### src/rtl/aes_subbytes_serial.sv
// aes_subbytes_serial
//   Iterative AES SubBytes (+ optional ShiftRows) stage. A 128-bit state is
//   accepted over a valid/ready handshake. BPC bytes are substituted per cycle
//   in place in state_q over N = 16/BPC cycles. The result is then held on
//   dout until the downstream stage takes it.
//
//   Parameters
//     BPC        bytes substituted per cycle (1,2,4,8,16) = number of sBox_8 lanes
//     SHIFT_ROWS 1: dout is ShiftRows(state_q); 0: dout = state_q
//   Ports
//     clk, rst_n           clock (rising edge), async active-low reset
//     in_valid/in_ready    input handshake, din carries the state
//     out_valid/out_ready  output handshake, dout carries the result
//     busy                 high while substituting or holding a result
//   Byte i of a state lives at [127-8i -: 8]; column-major (row=i%4, col=i/4).

// sBox_8: combinational AES S-box, computed as GF(2^8) inverse + affine map.
module sBox_8 (
  input  logic [7:0] a,
  output logic [7:0] y
);
  function automatic logic [7:0] gmul(input logic [7:0] x, input logic [7:0] b);
    logic [7:0] p;
    logic [7:0] t;
    p = 8'h00;
    t = x;
    for (int i = 0; i < 8; i++) begin
      if (b[i]) p = p ^ t;
      t = {t[6:0], 1'b0} ^ (t[7] ? 8'h1b : 8'h00);
    end
    return p;
  endfunction

  logic [7:0] sq, inv;

  // inverse = a^254 = a^2 * a^4 * ... * a^128; maps 0 to 0 as AES requires
  always_comb begin
    sq  = a;
    inv = 8'h01;
    for (int i = 1; i < 8; i++) begin
      sq  = gmul(sq, sq);
      inv = gmul(inv, sq);
    end
  end

  assign y = inv ^ {inv[6:0], inv[7]} ^ {inv[5:0], inv[7:6]}
                 ^ {inv[4:0], inv[7:5]} ^ {inv[3:0], inv[7:4]} ^ 8'h63;
endmodule

module aes_subbytes_serial #(
  parameter int BPC        = 1,
  parameter bit SHIFT_ROWS = 1'b1
) (
  input  logic         clk,
  input  logic         rst_n,
  input  logic         in_valid,
  output logic         in_ready,
  input  logic [127:0] din,
  output logic         out_valid,
  input  logic         out_ready,
  output logic [127:0] dout,
  output logic         busy
);
  localparam int N  = 16 / BPC;
  localparam int CW = (N > 1) ? $clog2(N) : 1;

  generate
    if (!(BPC == 1 || BPC == 2 || BPC == 4 || BPC == 8 || BPC == 16)) begin : g_bad_bpc
      $error("aes_subbytes_serial: BPC must be 1, 2, 4, 8 or 16");
    end
  endgenerate

  typedef enum logic [1:0] {IDLE, SUB, DONE} st_t;
  st_t st, st_nx;

  logic [127:0]          state_q, state_d;
  logic [CW-1:0]         cnt;
  logic                  last;
  logic [15:0][7:0]      sbyte;
  logic [BPC-1:0][7:0]   sb_in, sb_out;

  assign last = (int'(cnt) == N - 1);

  // byte view of state_q, index = AES byte number
  genvar gi;
  generate
    for (gi = 0; gi < 16; gi++) begin : g_byte
      assign sbyte[gi] = state_q[127-8*gi -: 8];
    end
  endgenerate

  // lane j substitutes byte cnt*BPC + j
  always_comb begin
    for (int j = 0; j < BPC; j++) sb_in[j] = sbyte[4'(int'(cnt) * BPC + j)];
  end

  generate
    for (gi = 0; gi < BPC; gi++) begin : g_lane
      sBox_8 u_sbox (.a(sb_in[gi]), .y(sb_out[gi]));
    end
  endgenerate

  // write substituted bytes back into their slots, others hold
  always_comb begin
    state_d = state_q;
    for (int k = 0; k < 16; k++)
      if (int'(cnt) == k / BPC) state_d[127-8*k -: 8] = sb_out[k % BPC];
  end

  // FSM: state register
  always_ff @(posedge clk or negedge rst_n)
    if (!rst_n) st <= IDLE;
    else        st <= st_nx;

  // FSM: next state
  always_comb begin
    st_nx = st;
    case (st)
      IDLE:    if (in_valid)  st_nx = SUB;
      SUB:     if (last)      st_nx = DONE;
      DONE:    if (out_ready) st_nx = IDLE;
      default:                st_nx = IDLE;
    endcase
  end

  // FSM: outputs
  always_comb begin
    in_ready  = (st == IDLE);
    out_valid = (st == DONE);
    busy      = (st != IDLE);
  end

  // datapath
  always_ff @(posedge clk or negedge rst_n) begin
    if (!rst_n) begin
      state_q <= '0;
      cnt     <= '0;
    end else begin
      case (st)
        IDLE: if (in_valid) begin
          state_q <= din;
          cnt     <= '0;
        end
        SUB: begin
          state_q <= state_d;
          cnt     <= last ? '0 : cnt + 1'b1;
        end
        default: ;
      endcase
    end
  end

  // output byte (r+4c) takes state byte (r + 4*((c+r)%4)) when ShiftRows is on
  generate
    if (SHIFT_ROWS) begin : g_sr
      genvar r, c;
      for (r = 0; r < 4; r++) begin : g_row
        for (c = 0; c < 4; c++) begin : g_col
          assign dout[127-8*(r+4*c) -: 8] = sbyte[r + 4*((c + r) % 4)];
        end
      end
    end else begin : g_nosr
      assign dout = state_q;
    end
  endgenerate
endmodule
### config.mk
export PLATFORM = sky130hd
export DESIGN_NAME = aes_subbytes_serial
export DESIGN_NICKNAME = d
export VERILOG_FILES = /design/src/rtl/aes_subbytes_serial.sv
export SDC_FILE = /design/constraint.sdc
export NUM_CORES = 1
export LEC_CHECK = 0
export CELL_PAD_IN_SITES_DETAIL_PLACEMENT = 2
export CELL_PAD_IN_SITES_GLOBAL_PLACEMENT = 2
export CORE_MARGIN = 3
export CORE_UTILIZATION = 35
export CTS_CLUSTER_SIZE = 20
export DETAILED_ROUTE_END_ITERATION = 10
export PLACE_DENSITY_LB_ADDON = 0.1
export SLEW_MARGIN = 20
export SYNTH_ARGS = -nofsm -noshare
export SYNTH_HDL_FRONTEND = slang
export SYNTH_SLANG_ARGS = --single-unit
### constraint.sdc
create_clock -name clk -period 23 [get_ports clk]
set_input_delay 5.75 -clock clk [delete_from_list [all_inputs] [get_ports clk]]
set_output_delay 5.75 -clock clk [all_outputs]
set_load 0.02 [all_outputs]
# Word level (Yosys, flattened, before mapping)
# Index checks and enable logic that the tools add are counted.
classes:
  n_mux: 231
  n_addsub: 1
  bitwise: 194
  order_cmp: 1
  eq_ne: 35
  reduce_logical: 22
op_table:
  columns: ["op", "n"]
  rows:
  - ["$xor 8x8->8", 186]
  - ["$mux 8", 123]
  - ["$mux 5", 92]
  - ["$pmux 128 s2", 1]
  - ["$mux 128", 1]
  - ["$reduce_and 3->1", 17]
  - ["$ne 2x2->1 const B", 17]
  - ["$bmux 8 s4", 1]
  - ["$eq 4x4->1 const B", 8]
  - ["$eq 4x3->1 const B", 4]
  - ["$mux 4", 3]
  - ["$eq 4x2->1 const B", 2]
  - ["$mux 2", 4]
  - ["$pmux 4 s2", 1]
  - ["$mux 7", 1]
  - ["$not 1->1 const A", 7]
  - ["$lt 4x6->1 const B", 1]
  - ["$mux 6", 1]
  - ["$pmux 2 s3", 1]
  - ["$add 4x1->4 const B", 1]
  - ["$eq 4x1->1 const B", 1]
  - ["$logic_not 4->1", 1]
  - ["$not 4->4", 1]
  - ["$reduce_bool 2->1", 2]
  - ["other kinds (7)", 7]
totals:
  out_inout_bits: 131
  regBits: 134

# Logic depth before layout (Yosys ltp)
logic_depth:
  ltp_word: 137
  depth_mapped: 71

# Hierarchy
# Synthesis repeated with hierarchy kept, for this count alone.
unflattened:
  hier_cells: 2643
  hier_area_um2: 22840.7
by_module_without_submodules:
  columns: ["module", "cells_each", "area_per_inst_um2", "instances"]
  rows:
  - ["sBox_8", 1942, 15220.8, 1]
  - ["aes_subbytes_serial", 701, 7619.8, 1]

# Worst setup path after synthesis
# No wires, ideal clock.
synth_timing:
  kind: "register -> register"
  start: "register cnt[0]"
  end: "register state_q[49]"
  t_arrival_ps: 16571
  path_slack_ps: 6352
  required_ps: 22923
  path_stages_with_launch: 66
  period_less_slack_ps: 16648
  n_path_buf: 12
  cell_sequence: "dfrtp_1 -> buf_6 -> buf_6 -> mux4_2 -> mux2_2 -> nand2_1 -> o21ai_0 -> ha_1 -> buf_1 -> xor2_1 -> nand2_1 -> xnor2_1 -> xnor2_2 -> inv_2 -> clkbuf_1 -> ha_1 -> clkbuf_1 -> clkinv_1 -> [... 30 more ...] -> xnor3_1 -> xor3_2 -> nor2_1 -> xor2_1 -> xnor3_1 -> xor3_2 -> xnor3_2 -> xnor2_1 -> or3_1 -> a31oi_1 -> xnor2_1 -> xnor3_1 -> xor2_2 -> xor3_2 -> xnor3_1 -> and2_4 -> buf_6 -> o21ai_1"
synth_between:
  elab_chain_cells: 134
synth_lines:
  columns: ["item", "line", "text"]
  rows:
  - ["start: declaration", "77", "logic [CW-1:0] cnt;"]
  - ["start signal: assignment", "146", "cnt <= last ? '0 : cnt + 1'b1;"]
  - ["$bmux 8 s4", "94", "for (int j = 0; j < BPC; j++) sb_in[j] = sbyte[4'(int'(cnt) * BPC + j)];"]
  - ["$mux 8 (not written as such) (2 in series)", "94", null]
  - ["$mux 5, or another cell as far along", "29", "t = {t[6:0], 1'b0} ^ (t[7] ? 8'h1b : 8'h00);"]
  - ["$xor 8x8->8, on equally long branches", "29, 28", null]
  - ["$xor 8x8->8 or $mux 8 (tied branches)", "28", "if (b[i]) p = p ^ t;"]
  - ["$mux 8 or $xor 8x8->8 (tied branches)", "28", null]
  - ["$xor 8x8->8 or $mux 8 (tied branches)", "28", null]
  - ["$mux 8 or $xor 8x8->8 (tied branches)", "28", null]
  - ["[... 115 more ...]", null, null]
  - ["$mux 8", "28", null]
  - ["$xor 8x8->8", "28", null]
  - ["$mux 8", "28", null]
  - ["$xor 8x8->8 (2 in series)", "46", "assign y = inv ^ {inv[6:0], inv[7]} ^ {inv[5:0], inv[7:6]}"]
  - ["$xor 8x8->8 (2 in series)", "47", "^ {inv[4:0], inv[7:5]} ^ {inv[3:0], inv[7:4]} ^ 8'h63;"]
  - ["$not 4->4 (no source line)", null, null]
  - ["$mux 8", "107", "if (int'(cnt) == k / BPC) state_d[127-8*k -: 8] = sb_out[k % BPC];"]
  - ["$pmux 128 s2", "139", "case (st)"]
  - ["end signal: assignment", "141", "state_q <= din;"]
  - ["end signal: assignment", "145", "state_q <= state_d;"]
  - ["end: declaration", "76", "logic [127:0] state_q, state_d;"]
# Parallel ways exist; a longest one is shown, timed or not. The select of a mux whose other input is x is not followed.
# A chain may end at the register's enable or synchronous reset.

# Worst setup path in the final report
layout_timing:
  start: "register cnt[0]"
  end: "register state_q[15]"
layout_between:
  elab_chain_cells: 133
layout_lines:
  columns: ["item", "line"]
  rows:
  - ["$bmux 8 s4", "94"]
  - ["$mux 8 (not written as such) (2 in series)", "94"]
  - ["$mux 5", "29"]
  - ["$xor 8x8->8", "29"]
  - ["$xor 8x8->8", "28"]
  - ["$mux 8", "28"]
  - ["$xor 8x8->8", "28"]
  - ["$mux 8", "28"]
  - ["[... 114 more ...]", null]
  - ["$xor 8x8->8", "28"]
  - ["$mux 8", "28"]
  - ["$xor 8x8->8", "28"]
  - ["$mux 8", "28"]
  - ["$xor 8x8->8 (2 in series)", "46"]
  - ["$xor 8x8->8 (2 in series)", "47"]
  - ["$mux 8", "107"]
  - ["$pmux 128 s2", "139"]
# Parallel ways exist; a longest one is shown, timed or not. The select of a mux whose other input is x is not followed.

==> flow_summary_export.csv <==
group,metric,value,unit
logic_synthesis,async_flop_share,100,%
setup_path,worstSetupPathType,"flip-flop to flip-flop",
timing,fin_ws,2200,ps
floorplan,rows,93,
finish,nFillCells,7259,
floorplan,io-pin-count,263,
floorplan,die_h,263,um
logic_synthesis,syn_area,23100,um2
timing,fin_crit_sh,90.4,%
timing,finalClockSkew,15.9,ps
setup_path,required,23340,ps
timing,slew_viol_final,0,
floorplan,design.core.area,64800,um2
finish,synthToLayoutAreaGrowth,18.1,%
logic_synthesis,synthFlopType,"dfrtp_1",
global_route,grt_first_pass_wirelength,155000,um
floorplan,fp.dieW,263,um
cts,cts_resized,0,
detailed_routing,first_pass_iters,5,
setup_path,critPathLaunchType,"flip-flop",
global_route,grt_pass1_vias,24500,
detailed_routing,routed_via_density,5.87,
timing,setup_viol,0,
place,place.gp.congestion,0.897,
setup_path,rrSetupSlack,2200,ps
logic_synthesis,synth-warning-count,0,
logic_synthesis,synthCells,2800,
setup_path,crit_start,"cnt[0]",
timing,rsz0062_at_grt,"false",
global_route,overflow,0,
cts,cts_hold_buf,0,
timing,hold_viol_final,0,
setup_path,critPathMaxFanout,24,
global_route,grt_use_total,28.3,%
setup_path,max_stage_delay,950,ps
cts,cts_tree,"built",
detailed_routing,ant_nets,0,
logic_synthesis,yosys.cell_types.count,110,
logic_synthesis,synth_area_per_cell,8.23,um2
setup_path,r2r_start,"cnt[0]",
floorplan,die_area,69000,um2
timing,tightestPinTransition,1150,ps
place,port_buffers,262,
logic_synthesis,synth_area_leaders,"dfrtp_1 (15%), xnor2_1 (12%), xnor3_1 (9.5%), nor2_1 (5.8%), mux2i_1 (5.4%)",
detailed_routing,drt-total-wl,101000,um
place,dpl.hpwl,75800,um
place,place_ws,2250,ps
cts,root_buffer,"clkbuf_16",
detailed_routing,vias,22600,
logic_synthesis,synth_largest_type_area_fraction,14.5,%
worst_hold_path,hold_path_class,"flip-flop to flip-flop",
finish,regArea,3360,um2
flow_run,drv_cap,0,
global_route,grt_max_degree,80,
timing,max_freq,48.1,MHz
setup_path,cp.depth,55,
setup_path,cp-end-kind,"flip-flop",
detailed_routing,drc_errors,0,
finish,nNetsFinal,3107,
logic_synthesis,synth_nets,2943,
cts,cts.clk_slew.worst_paths,70,ps
cts,clk_latency,440,ps
timing,finalSetupTns,0,ps
timing,fin_crit,20800,ps
setup_path,cpLargestDelayFamily,"XOR/XNOR gates",
cts,numClockSinks,134,
timing,slew_headroom,22.9,%
setup_path,timing.rr.end,"state_q[15]",
detailed_routing,drt_iter0_drc,1301,
setup_path,crit_path_end,"state_q[15]",
floorplan,start_util,35.6,%
status,status,"finished, final reports clean",
cts,clock_path_buffers,2,
logic_synthesis,ys_seq_area_share,14.5,%
setup_path,rr_worst_depth,55,
detailed_routing,wire_per_inst,26.3,um
finish,multi_input_area,18800,um2
cts,cts_buffers,17,
cts,htreeDepth,4,
logic_synthesis,synth_edf_count,0,
setup_path,crit_buf_inv,6,
finish,layout-drive-gt1-share,11.5,%
setup_path,cp_slowest_cell,"xnor3_1",
logic_synthesis,yosysTopAreaCell,"dfrtp_1",
setup_path,arrival,21140,ps
global_route,antenna_found_initial,11,
logic_synthesis,ys_ff_latch,134,
cts,post_cts_buffers,0,
-- layout make-up --
cell class / instances / share of cell area (%)
flip-flops and latches: 134 / 12.3
repair buffers: 356 / 12.2
inverters: 29 / 0.400
clock buffers: 19 / 1.63
multi-input cells: 2426 / 68.9
diodes: 7 / 0.0643
clock inverters: 13 / 0.501
well taps: 855 / 3.93
-- worst register-to-register path, delay by kind of cell, from the launching register on --
kind / cells / cell delay [ps]
mux: 5 / 2380
compound gates: 11 / 2460
xor+xnor: 26 / 11120
flops: 1 / 900
simple gates: 5 / 1290
buf+inv: 6 / 1790
fa+ha+maj: 2 / 800
-- layout by cell type, fill, tap and decap left out, types with 11 or more instances in the layout --
master	instances
a211oi_1	29
a21oi_1	194
a22oi_1	28
a31oi_1	29
and2_1	19
and3_1	13
buf_4	93
clkbuf_16	17
clkdlybuf4s50_1	261
dfrtp_1	132
ha_1	11
inv_1	20
mux2_2	19
mux2i_1	125
mux4_2	29
nand2_1	286
nand3_1	53
nand4_1	20
nor2_1	357
nor2b_1	13
nor3_1	73
o211ai_1	22
o21ai_0	152
o21ai_1	55
o22ai_1	32
o31ai_1	14
or2_2	11
or3_1	18
xnor2_1	309
xnor2_2	47
xnor2_4	11
xnor3_1	97
xnor3_2	11
xor2_1	106
xor2_2	20
-- worst min-delay path by stage --
stage | startpoint | slack, ps | depth (start not counted) | to
floorplan | state_q[51] | 600 | 2 | state_q[51]
global placement | state_q[43] | 490 | 2 | state_q[43]
detailed placement | state_q[17] | 500 | 2 | state_q[17]
CTS | state_q[17] | 520 | 2 | state_q[17]
global route | state_q[17] | 550 | 2 | state_q[17]
finish | state_q[17] | 520 | 2 | state_q[17]
-- through the flow --
step	instance area, um2	hold WS, ps	cells	util [%]
finish	27200	515	3839	42.0
global route	27200	551	3834	42.0
CTS	27200	518	3832	42.0
detailed placement	26600	505	3800	41.1
global placement	26600	489	3800	41.0
floorplan	23100	595	2800	-
-- flip-flops by register name, summed over array words and instances, names as in the netlist --
name,flops
cnt,4
state_q,128
st,2
-- Yosys cell counts (all sizes together), types with 53 or more instances --
cell	count
a21oi	201
buf	100
clkbuf	111
dfrtp	134
mux2i	125
nand2	290
nand3	53
nor2	365
nor3	76
o21ai	216
xnor2	367
xnor3	108
xor2	131
-- cells by family after synthesis --
family / after synthesis / synth area share [%]
compound gates: 691 / 18.9
xor+xnor: 618 / 33.5
fa+ha+maj: 11 / 0.597
buf+inv: 240 / 4.97
flops: 134 / 14.5
mux: 180 / 9.68
simple gates: 926 / 17.8
-- per-layer routing --
layer / GRT usage, % / up-vias / part of all wire, %
met3: 4.80 / 125 / 4.5
met1: 36.4 / 11700 / 43
met5: 0 / - / 0.056
met2: 49.5 / 494 / 50
li1: - / 10200 / -
met4: 6.97 / 8 / 2.4
Power is left out: the tool's default activity adds up to more than one toggle a clock period on the data nets, which glitch-free logic cannot reach.
